<file path="src/rtl/uart_fifo_ctrl.sv">
// uart_fifo_ctrl: TX/RX byte FIFOs between the UART register decoder and the UART core.
// Define UART_RX_DROP_EN to drop RX bytes on overflow (sticky rx_overflow) instead of backpressuring.
module uart_fifo_ctrl #(
  parameter int DEPTH_LOG2 = 3
) (
  input  logic                  clk,
  input  logic                  rst_n,
  input  logic [7:0]            cpu_tx_data,
  input  logic                  cpu_tx_valid,
  output logic                  cpu_tx_ready,
  output logic [7:0]            cpu_rx_data,
  output logic                  cpu_rx_valid,
  input  logic                  cpu_rx_ready,
  output logic [7:0]            uart_tx_data,
  output logic                  uart_tx_valid,
  input  logic                  uart_tx_ready,
  input  logic [7:0]            uart_rx_data,
  input  logic                  uart_rx_valid,
  output logic                  uart_rx_ready,
  output logic [DEPTH_LOG2:0]   tx_count,
  output logic [DEPTH_LOG2:0]   rx_count,
  output logic                  rx_overflow,
  input  logic                  clr_overflow
);
  localparam int PW = DEPTH_LOG2;
  localparam int CW = DEPTH_LOG2 + 1;
  localparam int DEPTH = 1 << DEPTH_LOG2;
  localparam logic [DEPTH_LOG2:0] FULL = CW'(DEPTH);
  typedef enum logic {TX_IDLE, TX_SEND} tx_state_t;
  tx_state_t tx_state, tx_next;
  logic [7:0] tx_mem [DEPTH];
  logic [7:0] rx_mem [DEPTH];
  logic [PW-1:0] tx_wp, tx_rp, rx_wp, rx_rp;
  logic tx_push, tx_pop, tx_avail, rx_push, rx_pop, rx_full, drop;
  assign tx_avail = tx_count != '0;
  assign cpu_tx_ready = tx_count != FULL;
  assign tx_push = cpu_tx_valid && cpu_tx_ready;
  always_comb begin
    tx_next = tx_state == TX_IDLE ? (tx_avail ? TX_SEND : TX_IDLE)
                                  : ((uart_tx_ready && !tx_avail) ? TX_IDLE : TX_SEND);
    tx_pop = tx_avail && (tx_state == TX_IDLE || uart_tx_ready);
    uart_tx_valid = tx_state == TX_SEND;
  end
  always_ff @(posedge clk or negedge rst_n) begin
    if (!rst_n) begin
      tx_state <= TX_IDLE;
      tx_wp <= '0;
      tx_rp <= '0;
      tx_count <= '0;
      uart_tx_data <= 8'h00;
    end else begin
      tx_state <= tx_next;
      tx_count <= tx_count + CW'(tx_push) - CW'(tx_pop);
      if (tx_push) tx_wp <= tx_wp + PW'(1);
      if (tx_pop) begin
        tx_rp <= tx_rp + PW'(1);
        uart_tx_data <= tx_mem[tx_rp];
      end
    end
  end
  always_ff @(posedge clk) begin
    if (tx_push) tx_mem[tx_wp] <= cpu_tx_data;
    if (rx_push) rx_mem[rx_wp] <= uart_rx_data;
  end
  assign rx_full = rx_count == FULL;
  assign cpu_rx_valid = rx_count != '0;
  assign cpu_rx_data = cpu_rx_valid ? rx_mem[rx_rp] : 8'h00;
  assign rx_pop = cpu_rx_valid && cpu_rx_ready;
`ifdef UART_RX_DROP_EN
  // A pop on the same edge frees the slot the arriving byte needs.
  assign uart_rx_ready = 1'b1;
  assign rx_push = uart_rx_valid && (!rx_full || rx_pop);
  assign drop = uart_rx_valid && rx_full && !rx_pop;
`else
  assign uart_rx_ready = !rx_full;
  assign rx_push = uart_rx_valid && uart_rx_ready;
  assign drop = 1'b0;
`endif
  always_ff @(posedge clk or negedge rst_n) begin
    if (!rst_n) begin
      rx_wp <= '0;
      rx_rp <= '0;
      rx_count <= '0;
      rx_overflow <= 1'b0;
    end else begin
      rx_count <= rx_count + CW'(rx_push) - CW'(rx_pop);
      if (rx_push) rx_wp <= rx_wp + PW'(1);
      if (rx_pop) rx_rp <= rx_rp + PW'(1);
      rx_overflow <= drop ? 1'b1 : (clr_overflow ? 1'b0 : rx_overflow);
    end
  end
endmodule

</file>
<file path="config.mk">
export PLATFORM = sky130hd
export DESIGN_NAME = uart_fifo_ctrl
export DESIGN_NICKNAME = d
export VERILOG_FILES = /design/src/rtl/uart_fifo_ctrl.sv
export SDC_FILE = /design/constraint.sdc
export NUM_CORES = 1
export LEC_CHECK = 0
export ABC_AREA = 1
export CELL_PAD_IN_SITES_DETAIL_PLACEMENT = 0
export CELL_PAD_IN_SITES_GLOBAL_PLACEMENT = 2
export CORE_UTILIZATION = 35
export DETAILED_ROUTE_END_ITERATION = 10
export HOLD_SLACK_MARGIN = 0.1
export MAX_ROUTING_LAYER = met4
export PLACE_DENSITY_LB_ADDON = 0.1
export SYNTH_ARGS = -nofsm -noshare
export SYNTH_HDL_FRONTEND = slang
export SYNTH_SLANG_ARGS = --single-unit
export TNS_END_PERCENT = 100
</file>
<file path="constraint.sdc">
create_clock -name clk -period 2.3 [get_ports clk]
set_clock_uncertainty 0.15 [all_clocks]
set_input_delay 0.345 -clock clk [delete_from_list [all_inputs] [get_ports clk]]
set_output_delay 0.345 -clock clk [all_outputs]
set_load 0.005 [all_outputs]
</file>
Word-level counts from Yosys, hierarchy flattened
Memories as Yosys holds them, arrays and structs flattened. A register that Yosys moved wholly into a read port is not among the register bits.
Cells that the tools add are included.
Storage, ports and cells
  flip-flop bits (word level): 21
  bits in latches: 0
  RAM bits: 128
  bits in read-only memories: 0
  input bits: 23
  output and inout port bits: 29
  logic and storage cells: 39
  memories: 2
Memories
  rx_mem: depth 8, bits a word 8, rd ports 1, clocked after Yosys merged registers in 0, wr ports 1, RTL line 32  | logic [7:0] rx_mem [DEPTH];
  tx_mem: depth 8, bits a word 8, rd ports 1, clocked after Yosys merged registers in 1, wr ports 1, RTL line 31  | logic [7:0] tx_mem [DEPTH];
Cells by class
  add/sub/neg operators: 8
  $mul: 0
  div/mod/pow operators: 0
  magnitude comparators: 0
  eq/ne operators: 2
  shifts and indexed selects: 0
  multiplexer cells: 8
  bitwise logic cells: 1
  reductions and logical operators: 11
Operators by type and width (count)
  3-bit by 1-bit adder with 3-bit output (second input constant): 4
  4-bit by 1-bit adder with 4-bit output: 2
  8-bit two-way mux: 1
  4-bit nonzero test: 2
  4-bit by 1-bit subtractor with 4-bit output: 2
  1-bit two-way mux: 7
  1-bit logical AND: 5
  4-bit == test (second input constant): 1
  4-bit != test (second input constant): 1
  1-bit zero test: 3
  1-bit logical OR: 1
  1-bit inverter: 1

Longest topological paths before layout
Gate-level depths: netlist (run 1).
  word-level depth: 5
  gate-level depth with buffers: 12
  depth with buffers taken out: 11

Worst setup path before layout (run 1)
Ideal clock, no wire load.
  kind: register to register
  start point: register tx_count[2]
  end point: register tx_count[2]
  setup time: 0.123 ns
  arrival time: 2.004 ns
  required time: 2.027 ns
  setup slack: 0.024 ns
  cell stages (with the launch flop): 12
  buffers on the path: 1
  clock period less this slack: 2.276 ns
  cell sequence: dfrtp_1 > inv_1 > ha_1 > nand3_1 > o21ai_2 > inv_1 > buf_2 > ha_1 > inv_1 > ha_1 > fa_1 > xor2_1
Between the ends
  elaborated cells between the ends (all ways): 6
  classes of those cells: 2 x add/sub; 1 x eq/ne; 3 x reduce/logical
RTL lines
  from (decl): RTL line 20  | output logic [DEPTH_LOG2:0] tx_count,
  from (signal assigned): RTL line 53  | tx_count <= tx_count + CW'(tx_push) - CW'(tx_pop);
  4-bit nonzero test: RTL line 35  | assign tx_avail = tx_count != '0;
  1-bit logical AND: RTL line 41  | tx_pop = tx_avail && (tx_state == TX_IDLE || uart_tx_ready);
  net tx_pop: RTL line 34  | logic tx_push, tx_pop, tx_avail, rx_push, rx_pop, rx_full, drop;
  4-bit by 1-bit subtractor with 4-bit output: RTL line 53
The timed path passes the listed nets, and every way through them passes these cells.
A chain may end at the register's enable or synchronous reset.

Worst setup path after layout (run 1)
  start point: register rx_rp[0]
  end point: output port cpu_rx_data[4]
Between the ends
  longest elaborated chain between the ends: 2
Ends and longest elaborated chain
  from (decl): RTL line 33  | logic [PW-1:0] tx_wp, tx_rp, rx_wp, rx_rp;
  from (signal assigned): RTL line 88  | if (rx_pop) rx_rp <= rx_rp + PW'(1);
  memory 8 x 8 bit
  8-bit two-way mux: RTL line 67  | assign cpu_rx_data = cpu_rx_valid ? rx_mem[rx_rp] : 8'h00;
  to (decl): RTL line 11  | output logic [7:0] cpu_rx_data,
Every way passes these cells.

==> impl_metrics.csv, run 1 <==
group,metric,value,unit
outcome,status,"completed",
layout,layout-drive-gt1-share,16.3,%
global_routing,grt_start_max_net_pins,34,
power_and_ir_drop,p_per_area,1300,nW/um2
job,cap_violations,0,
layout,utilization,44.5,%
floorplanning,start_util,35.7,%
clock_network,h-tree-depth,4,
yosys,yosysUniqueCellTypes,27,
layout,antennaDiodeCount,0,
critical_path,cp_max_fo,6,
layout,area_growth,24.8,%
detailed_routing,drt_iter0_markers,234,
critical_path,critical-path-slowest-cell,"dfrtp_2",
timing,clock.fmax,443,MHz
clock_network,clock_sinks,157,
layout,finalNonFillerCells,1024,
global_routing,overflow,0,
yosys,synth_seq_cells,157,
detailed_routing,drt_wl_total,15.7,mm
timing,relSlewSlack,43.9,%
min_path,holdPathStages,2,
place,gp_congestion,0.725,
timing,setup_viol,0,
detailed_routing,drc_errors,0,
timing,fin_ws,0.0415,ns
global_routing,grt_pass1_wl,25.0,mm
yosys,synth_cells,658,
critical_path,worstSetupPathType,"reg -> out",
global_routing,track_usage,17.5,%
critical_path,startpoint,"rx_rp[0]",
clock_network,root_buffer,"clkbuf_16",
critical_path,arrival,1.76,ns
layout,final_area,8660,um2
clock_network,cts_tree,"built",
floorplanning,dieArea,20400,um2
floorplanning,num_rows,51,
critical_path,cp-end-kind,"output port",
critical_path,cpPeakStageDelay,0.45,ns
power_and_ir_drop,total_power,0.0112,W
detailed_routing,firstDrtPassIters,4,
place,post-dp-hpwl,9.77,mm
detailed_routing,vias,4525,
yosys,synth.largest_area_cell,"edfxtp_1",
critical_path,required,1.80,ns
critical_path,crit_chain,"buf_6 -> buf_6 -> buf_8 -> nor2_1 -> nor2_1 -> nand2_1 -> nand3_1 -> nand2_1 -> nor2_1 -> buf_2",
critical_path,r2r-start,"tx_count[2]",
yosys,synth_area,6940,um2
critical_path,reg2reg_depth,10,
detailed_routing,ant_nets,0,
timing,slew_violations,0,
detailed_routing,via_per_inst,4.42,
timing,finalHoldViolCount,0,
critical_path,path_common_cell,"nor2_1",
yosys,yosys-top-cells-area,"edfxtp_1 (55%), dfrtp_1 (10%), nand2_1 (9.2%), inv_1 (5.0%), nand3_1 (4.9%)",
global_routing,grt_pass1_vias,4522,
floorplanning,ios,52,
clock_network,clkLatencyLatePin,0.42,ns
power_and_ir_drop,max-vdd-ir-drop,0.000529,V
min_path,min_from,"uart_tx_data[7]",
floorplanning,core_area,19500,um2
yosys,synth_top_area_share,55.4,%
clock_network,clkTransAtPathRegs,0.06,ns
clock_network,cts_buffers,17,
yosys,seq_area_frac_synth,65.8,%
layout,nNetsFinal,787,
timing,min_period_over_period,98.2,%
timing,rsz0062_at_grt,"yes",
place,dp_cells,978,
clock_network,clockBufferDepth,2,
floorplanning,die_w,143,um
place,dp_slack,-0.0123,ns
place,placed_cell_area,7800,um2
global_routing,antenna_found_initial,0,
timing,worst_pin_slew,0.841,ns
detailed_routing,wl_per_cell,15.3,um
yosys,syn_avg_cell_area,10.5,um2
critical_path,startpoint_type,"register",
timing,min_period,2.26,ns
yosys,ys.warnings.count,0,
power_and_ir_drop,p_leak,3.71,nW
min_path,hold_class,"reg -> reg",
place,portBuffers,49,
floorplanning,fp.dieH,143,um
yosys,synth_nets,699,
==> state kept, by name, summed over array words and instances (netlist names) <==
register,count
rx_mem,64
rx_count,4
tx_wp,3
tx_rp,3
uart_tx_data,8
tx_mem,64
rx_rp,3
uart_tx_valid,1
rx_wp,3
tx_count,4
==> stage by stage <==
| stage | hold slack, ns | setup TNS, ns |
|---|---|---|
| global placement | 0.313 | -0.0198 |
| finish | 0.335 | 0 |
| global route | 0.358 | -0.343 |
| detailed placement | 0.316 | -0.0123 |
| CTS | 0.333 | -0.0390 |
| floorplan | -0.101 | 0 |
==> repair_timing <==
action                                  in CTS  in global routing
pin swaps                                   25                 15
gates resized for setup                     70                 25
hold buffers                                 1                  0
endpoints found under the setup margin       9                 12
endpoints found under the hold margin       29                  0
buffers inserted                             8                  4
cloned                                       3                  0
==> cell usage after synthesis (all sizes together) <==
cell	count
a21oi	2
buf	25
clkbuf	1
conb	1
dfrtp	29
edfxtp	128
fa	2
ha	16
inv	98
nand2	171
nand3	70
nor2	80
o21ai	22
o21bai	1
or2	2
xnor2	4
xor2	6
==> cell usage in the layout (no fill, tap or decap), types with 7 or more instances in the layout <==
master | netlist | routed
nand2_1 | 170 | 166
o21ai_1 | 6 | 13
o21ai_0 | 15 | 8
nor2_2 | 0 | 13
ha_1 | 16 | 15
clkdlybuf4s50_1 | 0 | 39
buf_4 | 4 | 31
buf_2 | 11 | 9
nand3_1 | 68 | 67
edfxtp_1 | 128 | 128
clkbuf_16 | 0 | 17
inv_2 | 4 | 7
dfrtp_1 | 29 | 27
nor2_1 | 80 | 61
inv_1 | 93 | 90
==> power breakdown <==
part | total [W] | switching, W | internal, W
logic | 0.00433 | 0.00244 | 0.00189
registers | 0.00406 | 0.000354 | 0.00370
clock network | 0.00284 | 0.00113 | 0.00171
==> cells by family after synthesis <==
| group | share of synthesized area (%) |
|---|---|
| AO/OA/AOI/OAI | 1.89 |
| flip-flops | 65.8 |
| adder cells (fa/ha/maj) | 3.46 |
| buffers and inverters | 8.38 |
| other | 0.0540 |
| AND/OR/NAND/NOR | 19.1 |
| XOR/XNOR | 1.26 |
==> final timing paths <==
kind	end	slack, ns
max in group asynchronous	rx_rp[2]	1.00
worst max register to register	tx_count[2]	0.14
min in group asynchronous	rx_count[2]	0.42
worst min-delay path	uart_tx_data[7]	0.34
worst max-delay path	cpu_rx_data[4]	0.04
worst min register to register	uart_tx_data[7]	0.34
==> metal layers <==
| layer | share of wire [%] | global-route usage, % | vias up |
|---|---|---|---|
| li1 | - | - | 2290 |
| met4 | 0.87 | 5.43 | 0 |
| met2 | 49 | 27.5 | 68 |
| met3 | 3.4 | 3.49 | 12 |
| met1 | 47 | 22.7 | 2155 |
| met5 | 0 | - | - |
==> critical path: cells and delay by family (launching register included) <==
| kind | cells | cell delay, ns |
|---|---|---|
| buffers and inverters | 4 | 0.51 |
| flip-flops | 1 | 0.45 |
| AND/OR/NAND/NOR | 6 | 0.39 |
==> layout make-up <==
class | count | area (um2)
Tap cell | 265 | 332
Clock buffer | 18 | 429
Fill cell | 1829 | 10800
Timing Repair Buffer | 95 | 901
Inverter | 98 | 370
Sequential cell | 157 | 4570
Clock inverter | 14 | 170
Multi-Input combinational cell | 377 | 1890
No activity file was read; power rests on OpenSTA's default activity.
==> inputs of run 2 (changes only) <==
--- a/config.mk
+++ b/config.mk
@@ -8,6 +8,7 @@
 export ABC_AREA = 1
 export CELL_PAD_IN_SITES_DETAIL_PLACEMENT = 0
 export CELL_PAD_IN_SITES_GLOBAL_PLACEMENT = 2
+export CORE_ASPECT_RATIO = 0.6
 export CORE_UTILIZATION = 35
 export DETAILED_ROUTE_END_ITERATION = 10
 export HOLD_SLACK_MARGIN = 0.1
==> constraint.sdc (replaced) <==
create_clock -name clk -period 2.27 [get_ports clk]
set_clock_uncertainty 0.15 [all_clocks]
set_input_delay 0.3405 -clock clk [delete_from_list [all_inputs] [get_ports clk]]
set_output_delay 0.3405 -clock clk [all_outputs]
set_load 0.005 [all_outputs]
==> run 2 against run 1 <==
Against the previous run:
- global-route usage rose by 0.55 points
- highest routed layer unchanged
- sequential cell count did not move
- die area barely moved
==> impl_metrics.csv, run 2 (synthesized netlist as in run 1, its figures left out) <==
group,metric,value,unit
timing,min_period_over_period,98.9,%
power_and_ir_drop,max-vdd-ir-drop,0.000539,V
detailed_routing,routed.top_layer,"met4",
global_routing,grt_pass1_wl,26.0,mm
place,dp_cells,985,
clock_network,root_buffer,"clkbuf_16",
outcome,status,"completed",
timing,finalSetupTns,0,ns
place,portBuffers,49,
detailed_routing,met1_length,8.90,mm
layout,utilization,45.8,%
detailed_routing,vias,4573,
critical_path,arrival,1.76,ns
detailed_routing,ant_nets,0,
detailed_routing,drt_iter0_markers,304,
layout,area_growth,26.8,%
critical_path,cp_max_fo,6,
layout,layout-drive-gt1-share,16.0,%
detailed_routing,firstDrtPassIters,5,
place,gp_congestion,0.787,
global_routing,grt_pass1_vias,4496,
global_routing,antenna_found_initial,0,
timing,setup_viol,0,
floorplanning,core_area,19200,um2
layout,multi_input_area,1890,um2
layout,final_area,8800,um2
detailed_routing,via_per_inst,4.45,
floorplanning,fp.dieH,111,um
layout,fillers,1766,
detailed_routing,wl_met2,6.77,mm
global_routing,grt_start_max_net_pins,34,
power_and_ir_drop,p_leak,3.79,nW
detailed_routing,drt_wl_total,16.6,mm
layout,mostFrequentLayoutCell,"nand2_1",
critical_path,cp-end-kind,"output port",
floorplanning,dieArea,20400,um2
global_routing,track_usage,18.0,%
timing,min_period,2.25,ns
detailed_routing,drc_errors,0,
floorplanning,die_w,184,um
timing,whs,0.337,ns
clock_network,clkLatencyLatePin,0.43,ns
place,placed_cell_area,7870,um2
critical_path,worstSetupPathType,"reg -> out",
min_path,hold_class,"reg -> reg",
floorplanning,start_util,36.1,%
critical_path,startpoint_type,"register",
timing,rsz0062_at_grt,"yes",
job,cap_violations,0,
detailed_routing,wl_per_cell,16.1,um
timing,clock.fmax,445,MHz
clock_network,cts_tree,"built",
floorplanning,ios,52,
clock_network,h-tree-depth,4,
timing,worst_pin_slew,0.770,ns
clock_network,clock_sinks,157,
power_and_ir_drop,p_per_area,1360,nW/um2
clock_network,clockBufferDepth,2,
timing,relSlewSlack,48.6,%
clock_network,cts_buffers,17,
critical_path,required,1.78,ns
layout,nNetsFinal,790,
timing,finalHoldViolCount,0,
global_routing,overflow,0,
layout,antennaDiodeCount,0,
clock_network,clkTransAtPathRegs,0.06,ns
layout,finalNonFillerCells,1028,
floorplanning,num_rows,39,
layout,top_regs,"rx_mem (64), tx_mem (64), uart_tx_data (8)",
layout,layout_common_cells,"nand2_1 (166), edfxtp_1 (128), inv_1 (91), nor2_1 (67), nand3_1 (65)",
timing,slew_violations,0,
place,post-dp-hpwl,10.3,mm
detailed_routing,wl_met3,726,um
layout,seqCellArea,4570,um2
[run 2: changes by cell type in the layout (fill, tap and decap cells not counted), sizes merged]
cell,delta
buf,+4
bufinv,+3
clkbuf,+1
clkdlybuf4s50,+1
clkinv,-5
dlymetal6s2s,-1
[run 2: repair_timing]
item	4_1_cts	5_1_grt
setup endpoints to repair	9	11
buffers inserted	5	1
gates cloned	4	0
endpoints found under the hold margin	29	0
hold buffers	1	0
gates resized for setup	62	17
pin swaps	15	18
[run 2: worst paths after layout]
path                              endpoint  slack [ns]            start  cells past startpoint
max                         cpu_rx_data[1]        0.02         rx_rp[0]                     10
min                        uart_tx_data[5]        0.34  uart_tx_data[5]                      2
max reg2reg                    tx_count[2]        0.12      tx_count[2]                     10
min reg2reg                uart_tx_data[5]        0.34  uart_tx_data[5]                      2
max in group asynchronous         rx_rp[0]        1.06            rst_n                      2
min in group asynchronous  uart_tx_data[5]        0.38            rst_n                      2
[run 2: worst max-delay path: stages, from the launching register on]
cell     delay (ns)
dfrtp_2        0.42
buf_12         0.14
buf_12         0.13
buf_16         0.14
nor2_4         0.06
nor2_1         0.04
o21ai_1        0.07
nand2_1        0.06
nor2_1         0.09
nor2_1         0.05
buf_2          0.12
[run 2: final cells by class]
| type | instances | share of cell area (%) |
|---|---|---|
| flip-flops and latches | 157 | 51.9 |
| multi-input cells | 377 | 21.5 |
| repair buffers | 98 | 11.2 |
| clock buffers | 20 | 4.96 |
| inverters | 98 | 4.23 |
| well taps | 266 | 3.78 |
| clock inverters | 12 | 2.49 |
[run 2: metrics by stage]
step / worst slack (ns) / power [W]
2_1_floorplan: 0.0120 / 0.00670
3_3_place_gp: -0.0158 / 0.00832
3_5_place_dp: -0.0457 / 0.00838
4_1_cts: -0.0273 / 0.0120
5_1_grt: -0.0788 / 0.0128
6_report: 0.0242 / 0.0120
[run 2: metal layers]
metal / vias up / global-route usage [%]
met5: - / -
met4: 0 / 5.78
met3: 14 / 4.01
met2: 95 / 24.0
met1: 2161 / 26.7
li1: 2303 / -
[run 2: report_power, final]
| group | switching (W) | internal (W) | total [W] |
|---|---|---|---|
| clock | 0.00115 | 0.00206 | 0.00321 |
| sequential | 0.000281 | 0.00375 | 0.00403 |
| combinational | 0.00266 | 0.00206 | 0.00472 |
| total | 0.00410 | 0.00787 | 0.0120 |
